<file path="src/rtl/pc_fetch_sequencer_if.sv">
// Fetch sequencer bus: imem fetch handshake, instruction issue to the
// datapath, and resolution coming back from the datapath.
//   master : the sequencer (drives imem_req/addr, if_* outputs)
//   slave  : imem + datapath side (drives ack/rdata, ready, res_*)
interface pc_fetch_sequencer_if;
  logic        imem_req;
  logic [31:0] imem_addr;
  logic        imem_ack;
  logic [31:0] imem_rdata;
  logic        if_valid;
  logic        if_ready;
  logic [31:0] if_instr;
  logic [31:0] if_pc;
  logic [31:0] if_pc4;
  logic        res_valid;
  logic [2:0]  res_npc_op;
  logic        res_zero;
  logic [31:0] res_rs;
  logic        halt_req;

  modport master (
    output imem_req, imem_addr, if_valid, if_instr, if_pc, if_pc4,
    input  imem_ack, imem_rdata, if_ready, res_valid, res_npc_op,
           res_zero, res_rs, halt_req
  );

  modport slave (
    input  imem_req, imem_addr, if_valid, if_instr, if_pc, if_pc4,
    output imem_ack, imem_rdata, if_ready, res_valid, res_npc_op,
           res_zero, res_rs, halt_req
  );
endinterface

</file>
<file path="src/rtl/pc_fetch_sequencer.sv">
// Multi-cycle fetch / next-PC controller. Owns the architectural PC and runs
// one instruction at a time: FETCH (imem req/ack) -> ISSUE (valid/ready) ->
// RESOLVE (wait res_valid, compute next PC) -> FETCH, or HALT on halt_req.
// Ports:
//   clk, rst_n : clock, asynchronous active-low reset
//   bus        : fetch/issue/resolve bus (master side)
//   halted     : sequencer parked in HALT (left only by reset)
//   retired    : count of resolved instructions (wraps)
//   err_op     : sticky, illegal res_npc_op seen
//   err_align  : sticky, computed next PC was not word aligned
module pc_fetch_sequencer #(
  parameter logic [31:0] RESET_PC = 32'h0000_3000
) (
  input  logic                      clk,
  input  logic                      rst_n,
  pc_fetch_sequencer_if.master      bus,
  output logic                      halted,
  output logic [31:0]               retired,
  output logic                      err_op,
  output logic                      err_align
);

  typedef enum logic [2:0] {
    S_BOOT, S_FETCH, S_ISSUE, S_RESOLVE, S_HALT
  } state_e;

  state_e      state_q, state_d;
  logic [31:0] pc_q, instr_q, retired_q;
  logic        err_op_q, err_align_q;

  logic [31:0] pc4, off, raw_npc, npc;
  logic        op_bad, misalign, resolve;

  // State register
  always_ff @(posedge clk or negedge rst_n) begin
    if (!rst_n) state_q <= S_BOOT;
    else        state_q <= state_d;
  end

  // Next-state logic; handshakes arriving in the wrong state fall through
  always_comb begin
    state_d = state_q;
    unique case (state_q)
      S_BOOT:    state_d = S_FETCH;
      S_FETCH:   if (bus.imem_ack) state_d = S_ISSUE;
      S_ISSUE:   if (bus.if_ready) state_d = S_RESOLVE;
      S_RESOLVE: if (bus.res_valid) state_d = bus.halt_req ? S_HALT : S_FETCH;
      S_HALT:    state_d = S_HALT;
      default:   state_d = S_BOOT;
    endcase
  end

  // Outputs decoded from the registered state only, so an async reset
  // drops imem_req in the same cycle
  always_comb begin
    bus.imem_req  = (state_q == S_FETCH);
    bus.if_valid  = (state_q == S_ISSUE);
    halted        = (state_q == S_HALT);
    bus.imem_addr = pc_q;
    bus.if_pc     = pc_q;
    bus.if_pc4    = pc4;
    bus.if_instr  = instr_q;
    retired       = retired_q;
    err_op        = err_op_q;
    err_align     = err_align_q;
  end

  // Next-PC computation, all arithmetic modulo 2^32
  always_comb begin
    pc4     = pc_q + 32'd4;
    off     = {{14{instr_q[15]}}, instr_q[15:0], 2'b00};
    op_bad  = 1'b0;
    raw_npc = pc4;
    case (bus.res_npc_op)
      3'd0: raw_npc = pc4;
      3'd1: raw_npc = bus.res_zero ? (pc4 + off) : pc4;
      3'd2: raw_npc = {pc_q[31:28], instr_q[25:0], 2'b00};
      3'd3: raw_npc = bus.res_rs;
      default: begin
        raw_npc = pc4;
        op_bad  = 1'b1;
      end
    endcase
    // Misaligned targets are forced down to the word boundary and flagged
    misalign = |raw_npc[1:0];
    npc      = {raw_npc[31:2], 2'b00};
    resolve  = (state_q == S_RESOLVE) && bus.res_valid;
  end

  // Datapath registers
  always_ff @(posedge clk or negedge rst_n) begin
    if (!rst_n) begin
      pc_q        <= RESET_PC;
      instr_q     <= '0;
      retired_q   <= '0;
      err_op_q    <= 1'b0;
      err_align_q <= 1'b0;
    end else begin
      if (state_q == S_FETCH && bus.imem_ack) instr_q <= bus.imem_rdata;
      if (resolve) begin
        pc_q      <= npc;
        retired_q <= retired_q + 32'd1;
        if (op_bad)   err_op_q    <= 1'b1;
        if (misalign) err_align_q <= 1'b1;
      end
    end
  end

endmodule

</file>
<file path="src/flat_wrapper.sv">
// flat-port wrapper written by rule: the top's interface ports become plain ports
module pc_fetch_sequencer_flat 
#(
  parameter logic [31:0] RESET_PC = 32'h0000_3000
)
  (clk, rst_n, halted, retired, err_op, err_align, bus_imem_req, bus_imem_addr, bus_if_valid, bus_if_instr, bus_if_pc, bus_if_pc4, bus_imem_ack, bus_imem_rdata, bus_if_ready, bus_res_valid, bus_res_npc_op, bus_res_zero, bus_res_rs, bus_halt_req);
  pc_fetch_sequencer_if bus_i ();
  input  logic clk;
  input  logic rst_n;
  output logic halted;
  output logic [31:0] retired;
  output logic err_op;
  output logic err_align;
  output wire logic [$bits(bus_i.imem_req)-1:0] bus_imem_req;
  output wire logic [$bits(bus_i.imem_addr)-1:0] bus_imem_addr;
  output wire logic [$bits(bus_i.if_valid)-1:0] bus_if_valid;
  output wire logic [$bits(bus_i.if_instr)-1:0] bus_if_instr;
  output wire logic [$bits(bus_i.if_pc)-1:0] bus_if_pc;
  output wire logic [$bits(bus_i.if_pc4)-1:0] bus_if_pc4;
  input wire logic [$bits(bus_i.imem_ack)-1:0] bus_imem_ack;
  input wire logic [$bits(bus_i.imem_rdata)-1:0] bus_imem_rdata;
  input wire logic [$bits(bus_i.if_ready)-1:0] bus_if_ready;
  input wire logic [$bits(bus_i.res_valid)-1:0] bus_res_valid;
  input wire logic [$bits(bus_i.res_npc_op)-1:0] bus_res_npc_op;
  input wire logic [$bits(bus_i.res_zero)-1:0] bus_res_zero;
  input wire logic [$bits(bus_i.res_rs)-1:0] bus_res_rs;
  input wire logic [$bits(bus_i.halt_req)-1:0] bus_halt_req;
  assign bus_imem_req = bus_i.imem_req;
  assign bus_imem_addr = bus_i.imem_addr;
  assign bus_if_valid = bus_i.if_valid;
  assign bus_if_instr = bus_i.if_instr;
  assign bus_if_pc = bus_i.if_pc;
  assign bus_if_pc4 = bus_i.if_pc4;
  assign bus_i.imem_ack = bus_imem_ack;
  assign bus_i.imem_rdata = bus_imem_rdata;
  assign bus_i.if_ready = bus_if_ready;
  assign bus_i.res_valid = bus_res_valid;
  assign bus_i.res_npc_op = bus_res_npc_op;
  assign bus_i.res_zero = bus_res_zero;
  assign bus_i.res_rs = bus_res_rs;
  assign bus_i.halt_req = bus_halt_req;
  pc_fetch_sequencer #(.RESET_PC(RESET_PC)) u_core (.clk(clk), .rst_n(rst_n), .bus(bus_i), .halted(halted), .retired(retired), .err_op(err_op), .err_align(err_align));
endmodule
</file>
<file path="config.mk">
export PLATFORM = sky130hd
export DESIGN_NAME = pc_fetch_sequencer_flat
export DESIGN_NICKNAME = d
export VERILOG_FILES = /design/src/rtl/pc_fetch_sequencer_if.sv /design/src/rtl/pc_fetch_sequencer.sv /design/src/flat_wrapper.sv
export SDC_FILE = /design/constraint.sdc
export NUM_CORES = 1
export LEC_CHECK = 0
export CAP_MARGIN = 15
export CORE_MARGIN = 4
export CORE_UTILIZATION = 44
export CTS_BUF_LIST = sky130_fd_sc_hd__clkbuf_8
export CTS_CLUSTER_DIAMETER = 200
export DETAILED_ROUTE_END_ITERATION = 12
export PLACE_DENSITY = 0.9
export SLEW_MARGIN = 20
export SYNTH_ARGS = -nofsm -noshare
export SYNTH_HDL_FRONTEND = slang
export SYNTH_SLANG_ARGS = --single-unit
</file>
<file path="constraint.sdc">
create_clock -name clk -period 4 [get_ports clk]
set_clock_uncertainty 0.1 [all_clocks]
set_input_delay 0.4 -clock clk [delete_from_list [all_inputs] [get_ports clk]]
set_output_delay 0.4 -clock clk [all_outputs]
set_load 0.01 [all_outputs]
</file>
======== After elaboration in Yosys (flattened, before gate mapping) ========
Index checks and enable logic that the tools add are counted.
operators by class
  add/subtract/negate cells ............... 3
  equality and inequality tests ........... 10
  mux-type cells .......................... 7
  bitwise operators ....................... 2
  reduce and logical (&&, ||, !) cells .... 10
operator list
  kind                     count
  $pmux W32 S3             1
  $add A32 B1 Y32 const B  1
  $add A32 B3 Y32 const B  1
  $add A32 B32 Y32         1
  $mux W32                 1
  $pmux W3 S5              1
  $eq A3 B2 Y1 const B     4
  $mux W3                  4
  $eq A3 B1 Y1 const B     2
  $logic_not A3 Y1         2
  $reduce_and A2 Y1        3
  $ne A2 B1 Y1 const B     2
  $reduce_or A4 Y1         1
  $eq A3 B3 Y1 const B     1
  $reduce_and A3 Y1        1
  $logic_and A1 B1 Y1      2
  $ne A2 B2 Y1 const B     1
  $not A1 Y1               2
  $reduce_or A2 Y1         1
word-level totals
  register bits ........................... 99
  input bits .............................. 74
  output and inout bits ................... 165
  logic and storage cells ................. 39

======== Depth between registers and ports, before layout ========
Gate-level depths: netlist of the first run.
  depth after elaboration ................. 6
  gate-level depth with buffers ........... 17

======== Worst setup path before layout of the first run ========
No wires, ideal clock.
  path type ............................... register to register
  start point ............................. register u_core.pc_q[2] (netlist: u_core.bus.if_pc[2])
  end point ............................... register u_core.pc_q[23] (netlist: u_core.bus.if_pc[23])
  data arrival time ....................... 4.078 ns
  setup slack ............................. -0.278 ns
  cell stages (with the launch flop) ...... 18
  buffers on the path ..................... 1
  period minus slack after synthesis ...... 4.278 ns
  cells stage by stage .................... dfrtp_1 ha_1 nand3_1 nor3_2 and3_1 clkbuf_1 nand2_1 or2_2 xnor2_1 ha_1 nand4_1 or3_1 a2111oi_2 nor2_1 a21o_1 a311oi_1 nor4_1 a311oi_1
on the way
  word-level cells in the longest chain between the ends .. 4
RTL lines
  what                      line                       RTL
  start: declaration        pc_fetch_sequencer.sv:28   logic [31:0] pc_q, instr_q, retired_q;
  start signal: assignment  pc_fetch_sequencer.sv:101  pc_q <= npc;
  $add A32 B3 Y32           pc_fetch_sequencer.sv:70   pc4 = pc_q + 32'd4;
  via bus_if_pc4[18]        flat_wrapper.sv:19         output wire logic [$bits(bus_i.if_pc4)-1:0] bus_if_pc4;
  $add A32 B32 Y32          pc_fetch_sequencer.sv:76   3'd1: raw_npc = bus.res_zero ? (pc4 + off) : pc4;
  $mux W32                  pc_fetch_sequencer.sv:76
  $pmux W32 S3              pc_fetch_sequencer.sv:74   case (bus.res_npc_op)
The timed path passes the listed nets, and every way through them passes these cells.
A chain may end at the register's enable or synchronous reset.

======== Worst setup path after layout of the first run ========
  start point ............................. register u_core.pc_q[12] (netlist: u_core.bus.if_pc[12])
  end point ............................... register u_core.pc_q[31] (netlist: u_core.bus.if_pc[31])
on the way
  word-level cells in the longest chain between the ends .. 4
RTL lines
  what               line
  $add A32 B3 Y32 *  pc_fetch_sequencer.sv:70
  $add A32 B32 Y32   pc_fetch_sequencer.sv:76
  $mux W32           pc_fetch_sequencer.sv:76
  $pmux W32 S3 *     pc_fetch_sequencer.sv:74
Every way passes the cells marked *; elsewhere a longest branch is shown, timed or not.

==> metrics.cfg, run 1 <==
[status]
status=completed

[final_layout]
drive_above_1_share=0.184
nets=1271
layout_common_cells=clkdlybuf4s50_1 (231), buf_4 (99), dfrtp_1 (94), nand2_1 (86), nor2_1 (66)
synthToLayoutAreaGrowth_pct=45.2
num_antenna_cells=0
final_common_cell=clkdlybuf4s50_1

[clock_network]
htree_levels=3
cts_tree=yes
clk_pin_slew_ns=0.11
root_buffer=clkbuf_8
clock-sinks=99
cts_made_buffers=9
cts_buffer_depth=2
clk_latency_ns=0.40

[setup_path]
crit_chain=nand2_1 > or3_4 > buf_4 > nor4_4 > xor2_2 > ha_1 > a21oi_1 > o21bai_1 > or2_4 > nor4b_4 > o211a_1 > nor3_2 > nor2b_2 > o31ai_1
endpoint_kind=flip-flop
cpPeakStageDelay_ns=0.59
critPathMaxFanout=5
crit_cells=14
critical_path_class=flip-flop to flip-flop
critPathArrivalTime_ns=4.15
crit_slowest_cell=dfstp_2
cp_data_required_time_ns=4.20
r2r_cells=14
path_buf_inv=1
crit_family=simple AND/OR/NAND/NOR gates
start_kind=flip-flop

[global_route]
globalRouteOverflowTotal=0
grt_pass1_wl_um=43700
grt_pass1_vias=7887
grt_max_degree=41
antenna_found_initial=0
grt_usage=0.280

[placed_design]
io_buffers=232
hpwlAfterDp_um=22100
routabilityCongestion=0.981

[yosys]
syn_area_um2=7640
ys.flop_type=dfrtp_1
async_reset_ff_frac=1.00
yosysTopAreaCell=dfrtp_1
yosysWarnings=0
seq_area_frac_synth=0.325
synth_edf_count=0
synth_cell_types=71
synth_top_cells_by_area=dfrtp_1 (32%), ha_1 (5.7%), xnor2_1 (5.4%)
yosysTopAreaCellShare=0.318
syn_area_per_cell_um2=8.59
synthCells=890
ys_ff_latch=99

[timing]
worst_pin_slew_ns=1.10
min_period_ns=3.96
max_freq_mhz=253
rsz0062_at_grt=yes
hold_viol=0
tns_ns=0
fin_crit_sh=0.989
setup-violations-final=0
slew_violations=0
slew_headroom=0.268

[floorplanning]
rows=47
die_h_um=140
fp.dieW_um=140
start_util=0.454
core-area_um2=16800
die-area_um2=19500
io_pins=239

[drt]
avgViaCountPerCell=5.95
dr.first_iter.drc_count=810
drtAntennaViolNets=0
drt-pass1-iter-count=5
vias=8245
wl_per_cell_um=20.7
drc_errors=0
drt-total-wl_um=28700

[hold_path]
hp-class=flip-flop to flip-flop
worstHoldPathCells=1

[power_and_ir_drop]
report.power.total_mw=9.01
power.leakage_nw=4.72
powerDensity_nw_per_um2=812
ir_drop_v=0.000556

[run]
max_cap_violations=0

==> worst paths after layout <==
kind / endpoint / start / slack [ns]
max: u_core.bus.if_pc[31]$_DFFE_PN0P_ / u_core.bus.if_pc[12]$_DFFE_PN1P_ / 0.04
min: u_core.err_op$_DFFE_PN0P_ / u_core.err_op$_DFFE_PN0P_ / 0.37
max reg2reg: u_core.bus.if_pc[31]$_DFFE_PN0P_ / u_core.bus.if_pc[12]$_DFFE_PN1P_ / 0.04
min reg2reg: u_core.err_op$_DFFE_PN0P_ / u_core.err_op$_DFFE_PN0P_ / 0.37
max in group asynchronous: u_core.bus.if_pc[3]$_DFFE_PN0P_ / rst_n / 2.45
min in group asynchronous: u_core.state_q[0]$_DFFE_PN0P_ / rst_n / 0.40
==> kinds of logic (layout without fill, tap and decap cells) <==
family / Yosys count / count (layout) / share of synthesized area
AO/OA/AOI/OAI: 240 / 240 / 0.206
buffers and inverters: 97 / 368 / 0.0665
adder cells (fa/ha/maj): 36 / 36 / 0.0599
flip-flops: 99 / 99 / 0.325
XOR/XNOR: 71 / 71 / 0.0814
multiplexers: 45 / 45 / 0.0645
other: 1 / 6 / 0.000491
AND/OR/NAND/NOR: 301 / 301 / 0.197
==> state kept, by name, summed over array words and instances (netlist names) <==
signal               cells
u_core.bus.if_instr     32
u_core.retired          32
u_core.bus.if_pc        30
u_core.state_q           3
u_core.err_align         1
u_core.err_op            1
==> synthesized netlist by cell type, drive strengths merged, types with 5 or more instances <==
| cell | number |
|---|---|
| o22ai | 10 |
| mux2i | 11 |
| mux2 | 34 |
| o21bai | 8 |
| a22o | 5 |
| a211oi | 11 |
| clkbuf | 33 |
| and3 | 15 |
| a22oi | 5 |
| or3 | 5 |
| nor3 | 21 |
| o31ai | 5 |
| nor3b | 6 |
| buf | 44 |
| xnor2 | 47 |
| nand4 | 17 |
| a21oi | 66 |
| nor2 | 68 |
| nor4 | 9 |
| nand2b | 9 |
| and2 | 8 |
| nor2b | 5 |
| a221oi | 5 |
| nand2 | 87 |
| ha | 35 |
| inv | 19 |
| nand3 | 33 |
| dfrtp | 97 |
| or2 | 8 |
| a21o | 20 |
| xor2 | 24 |
| o21ai | 55 |
==> where the power goes <==
group | leakage (nW) | switching, mW | internal [mW] | total (mW)
sequential | 1.23 | 0.471 | 1.35 | 1.82
clock | 0.106 | 0.417 | 0.301 | 0.718
combinational | 3.38 | 3.25 | 3.23 | 6.47
total | 4.72 | 4.13 | 4.88 | 9.01
==> layout make-up <==
class | count | area, µm²
fillers | 1364 | 5720
clock inverters | 7 | 86.3
inverters | 20 | 75.1
well taps | 220 | 275
clock buffers | 9 | 124
repair buffers | 332 | 3080
flip-flops and latches | 99 | 2480
multi-input cells | 699 | 4970
==> per-stage QoR <==
stage                      util  cells  setup slack, ns  area, µm²  hold WS (ns)
after floorplan               -    895          0.00570       7690       0.00441
after global placement    0.628   1362         -0.00987      10600         0.310
after detailed placement  0.628   1362          -0.0904      10600         0.314
after CTS                 0.643   1380         0.000663      10800         0.373
after global routing      0.660   1386           -0.117      11100         0.402
final                     0.660   1386           0.0448      11100         0.374
==> repair_timing <==
action | CTS | global route
setup endpoints to repair | 1 | 11
endpoints found under the hold margin | 37 | 0
buffers inserted | 1 | 7
resized for setup | 4 | 47
pin swaps | 1 | 32
hold buffers | 1 | 0
==> metal layers <==
layer / track usage / wire length, µm / part of all wire
met3: 0.0703 / 3060 / 0.11
met4: 0.0999 / 1090 / 0.038
met2: 0.446 / 12900 / 0.45
met1: 0.371 / 11600 / 0.40
met5: 0 / 0 / 0
No activity file was read; power rests on OpenSTA's default activity.
==> inputs of run 2 (changes only) <==
==> constraint.sdc (replaced) <==
create_clock -name clk -period 3.2 [get_ports clk]
set_clock_uncertainty 0.1 [all_clocks]
set_input_delay 0.32 -clock clk [delete_from_list [all_inputs] [get_ports clk]]
set_output_delay 0.32 -clock clk [all_outputs]
set_load 0.01 [all_outputs]
==> metrics.cfg, run 2 (synthesis gave the netlist of run 1 again) <==
[placed_design]
dp.cells=1464  ; +7.5%
routabilityCongestion=1.02  ; +3.5%
hpwlAfterDp_um=24000  ; +8.8%
detailedPlace.worstSlack_ns=-0.638  ; -0.548 ns
io_buffers=232  ; unchanged

[timing]
max_freq_mhz=257  ; +1.8%
slew_violations=0  ; unchanged
worst_pin_slew_ns=0.729  ; -0.366 ns
tns_ns=-9.12  ; -9.12 ns
setup-violations-final=24  ; +24
hold_slack_ns=0.379  ; +0.00555 ns
min_period_ns=3.89  ; -0.0697 ns
hold_viol=0  ; unchanged
fin_ws_ns=-0.685  ; -0.730 ns
slew_headroom=0.514  ; +0.246
fin_crit_sh=1.21  ; +0.225
rsz0062_at_grt=yes

[floorplanning]
fp.dieW_um=140  ; unchanged
die_h_um=140  ; unchanged
die-area_um2=19500  ; unchanged
start_util=0.454  ; unchanged
io_pins=239  ; unchanged
rows=47  ; unchanged
core-area_um2=16800  ; unchanged

[final_layout]
layout_common_cells=buf_4 (223), clkdlybuf4s50_1 (219), dfrtp_1 (87), nand2_1 (81), nor2_1 (62)
n_fill_cell=1012  ; -26%
final_common_cell=buf_4
num_antenna_cells=0  ; unchanged
nets=1407  ; +11%
stdcell_count=1522  ; +9.8%
drive_above_1_share=0.336  ; +0.151
synthToLayoutAreaGrowth_pct=66.2
post-route-util=0.755  ; +0.0955

[global_route]
grt_pass1_wl_um=50800  ; +16%
grt_max_degree=60  ; +46%
grt_pass1_vias=9394  ; +19%
antenna_found_initial=0  ; unchanged
grt_usage=0.323  ; +0.0429
globalRouteOverflowTotal=0  ; unchanged

[setup_path]
worstReg2RegStart=u_core.bus.if_pc[2]$_DFFE_PN0P_
crit_chain=ha_4 > nand3_4 > nor3_4 > and3_4 > nand2_2 > or2_4 > xnor2_4 > ha_4 > buf_4 > buf_6 > a21o_1 > a221o_1 > a21oi_2 > o31ai_4 > a221o_1 > nor4_2 > a211oi_1
crit_slowest_cell=dfrtp_2
cpPeakStageDelay_ns=0.42  ; -0.17 ns
critical_path_class=flip-flop to flip-flop
cp_data_required_time_ns=3.38  ; -0.82 ns
path_buf_inv=2  ; +1
crit_family=compound AO/OA/AOI/OAI gates
r2r-end=u_core.bus.if_pc[29]$_DFFE_PN0P_
critPathArrivalTime_ns=4.07  ; -0.08 ns
r2r_setup_slack_ns=-0.69  ; -0.73 ns
endpoint_kind=flip-flop
r2r_cells=17  ; +3
critPathMaxFanout=4  ; -1
start_kind=flip-flop

[drt]
wl_per_cell_um=23.1  ; +12%
drt-pass1-iter-count=6  ; +1
drt-total-wl_um=35100  ; +22%
vias=9491  ; +15%
avgViaCountPerCell=6.24  ; +4.8%
dr.first_iter.drc_count=1152  ; +42%
drc_errors=0  ; unchanged
drtAntennaViolNets=0  ; unchanged

[power_and_ir_drop]
swShare=0.458  ; about the same
power.internal_mw=7.60  ; +56%
power.switching_mw=6.43  ; +56%
ir_drop_v=0.000765  ; +38%
p_seq_frac=0.162  ; -0.040
power_frac_comb=0.777  ; +0.059
clkPwrFrac=0.061  ; -0.019
powerDensity_nw_per_um2=1100  ; +36%
power.leakage_nw=5.62  ; +19%

[clock_network]
cts_tree=yes
root_buffer=clkbuf_8
htree_levels=3  ; unchanged
cts_made_buffers=9  ; unchanged
clk_latency_ns=0.40  ; about the same
clk_pin_slew_ns=0.11  ; about the same
clock-sinks=99  ; unchanged
cts_buffer_depth=2  ; unchanged

[status]
violations=setup timing
status=finished, violations left

[run]
max_cap_violations=0  ; unchanged

[hold_path]
hp-class=primary input to async pin

## run 2: worst max path at each step
stage / endpoint / depth (start not counted) / from / slack (ns)
floorplan: u_core.bus.if_pc[23]$_DFFE_PN0P_ / 17 / u_core.bus.if_pc[2]$_DFFE_PN0P_ / -0.43
global placement: u_core.bus.if_pc[23]$_DFFE_PN0P_ / 16 / u_core.bus.if_pc[3]$_DFFE_PN0P_ / -0.50
detailed placement: u_core.bus.if_pc[23]$_DFFE_PN0P_ / 15 / u_core.bus.if_pc[11]$_DFFE_PN0P_ / -0.64
CTS: u_core.bus.if_pc[31]$_DFFE_PN0P_ / 17 / u_core.bus.if_pc[2]$_DFFE_PN0P_ / -0.55
global route: u_core.bus.if_pc[31]$_DFFE_PN0P_ / 17 / u_core.bus.if_pc[2]$_DFFE_PN0P_ / -0.82
finish: u_core.bus.if_pc[29]$_DFFE_PN0P_ / 17 / u_core.bus.if_pc[2]$_DFFE_PN0P_ / -0.69
## run 2: worst reg2reg max path: cells and delay by family, from the launching register on
family	cells	cell delay, ns
compound gates	6	1.28
xor+xnor	1	0.20
fa+ha+maj	2	0.41
buf+inv	2	0.26
flops	1	0.42
simple gates	6	1.10
## run 2: what timing repair did
action                                  in CTS  in global routing
pin swaps                                   50                 48
endpoints found under the setup margin      28                 31
endpoints found under the hold margin       38                  0
gates resized for setup                     76                 73
hold buffers                                 1                  0
buffers inserted                            29                 16
## run 2: layer usage
layer	share of wire	track usage	wire, µm	up-vias
met2	0.47	0.533	16500	771
li1	-	-	-	4002
met4	0.061	0.164	2130	0
met3	0.11	0.0672	3860	235
met5	0	0	0	-
met1	0.36	0.401	12600	4483
## run 2: power groups by stage
stage | registers, mW | logic [mW] | clock network (mW)
final | 2.27 | 10.9 | 0.859
after global routing | 2.32 | 11.4 | 0.910
after CTS | 2.21 | 9.78 | 0.858
after detailed placement | 2.21 | 8.96 | 0
after global placement | 2.17 | 8.81 | 0
after floorplan | 2.42 | 4.29 | 0
## run 2: through the flow
step,area [µm²],power [mW]
final,12700,14.0
after global routing,12700,14.7
after CTS,12300,12.8
after detailed placement,11500,11.2
after global placement,11500,11.0
after floorplan,7920,6.71
## run 2: area by class of cell
cell class / instances / area [µm²] / area share
Tap cell: 220 / 275 / 0.0217
Timing Repair Buffer: 468 / 4160 / 0.327
Sequential cell: 99 / 2490 / 0.196
Clock inverter: 7 / 72.6 / 0.00571
Clock buffer: 9 / 124 / 0.00975
Inverter: 20 / 75.1 / 0.00591
Multi-Input combinational cell: 699 / 5510 / 0.433
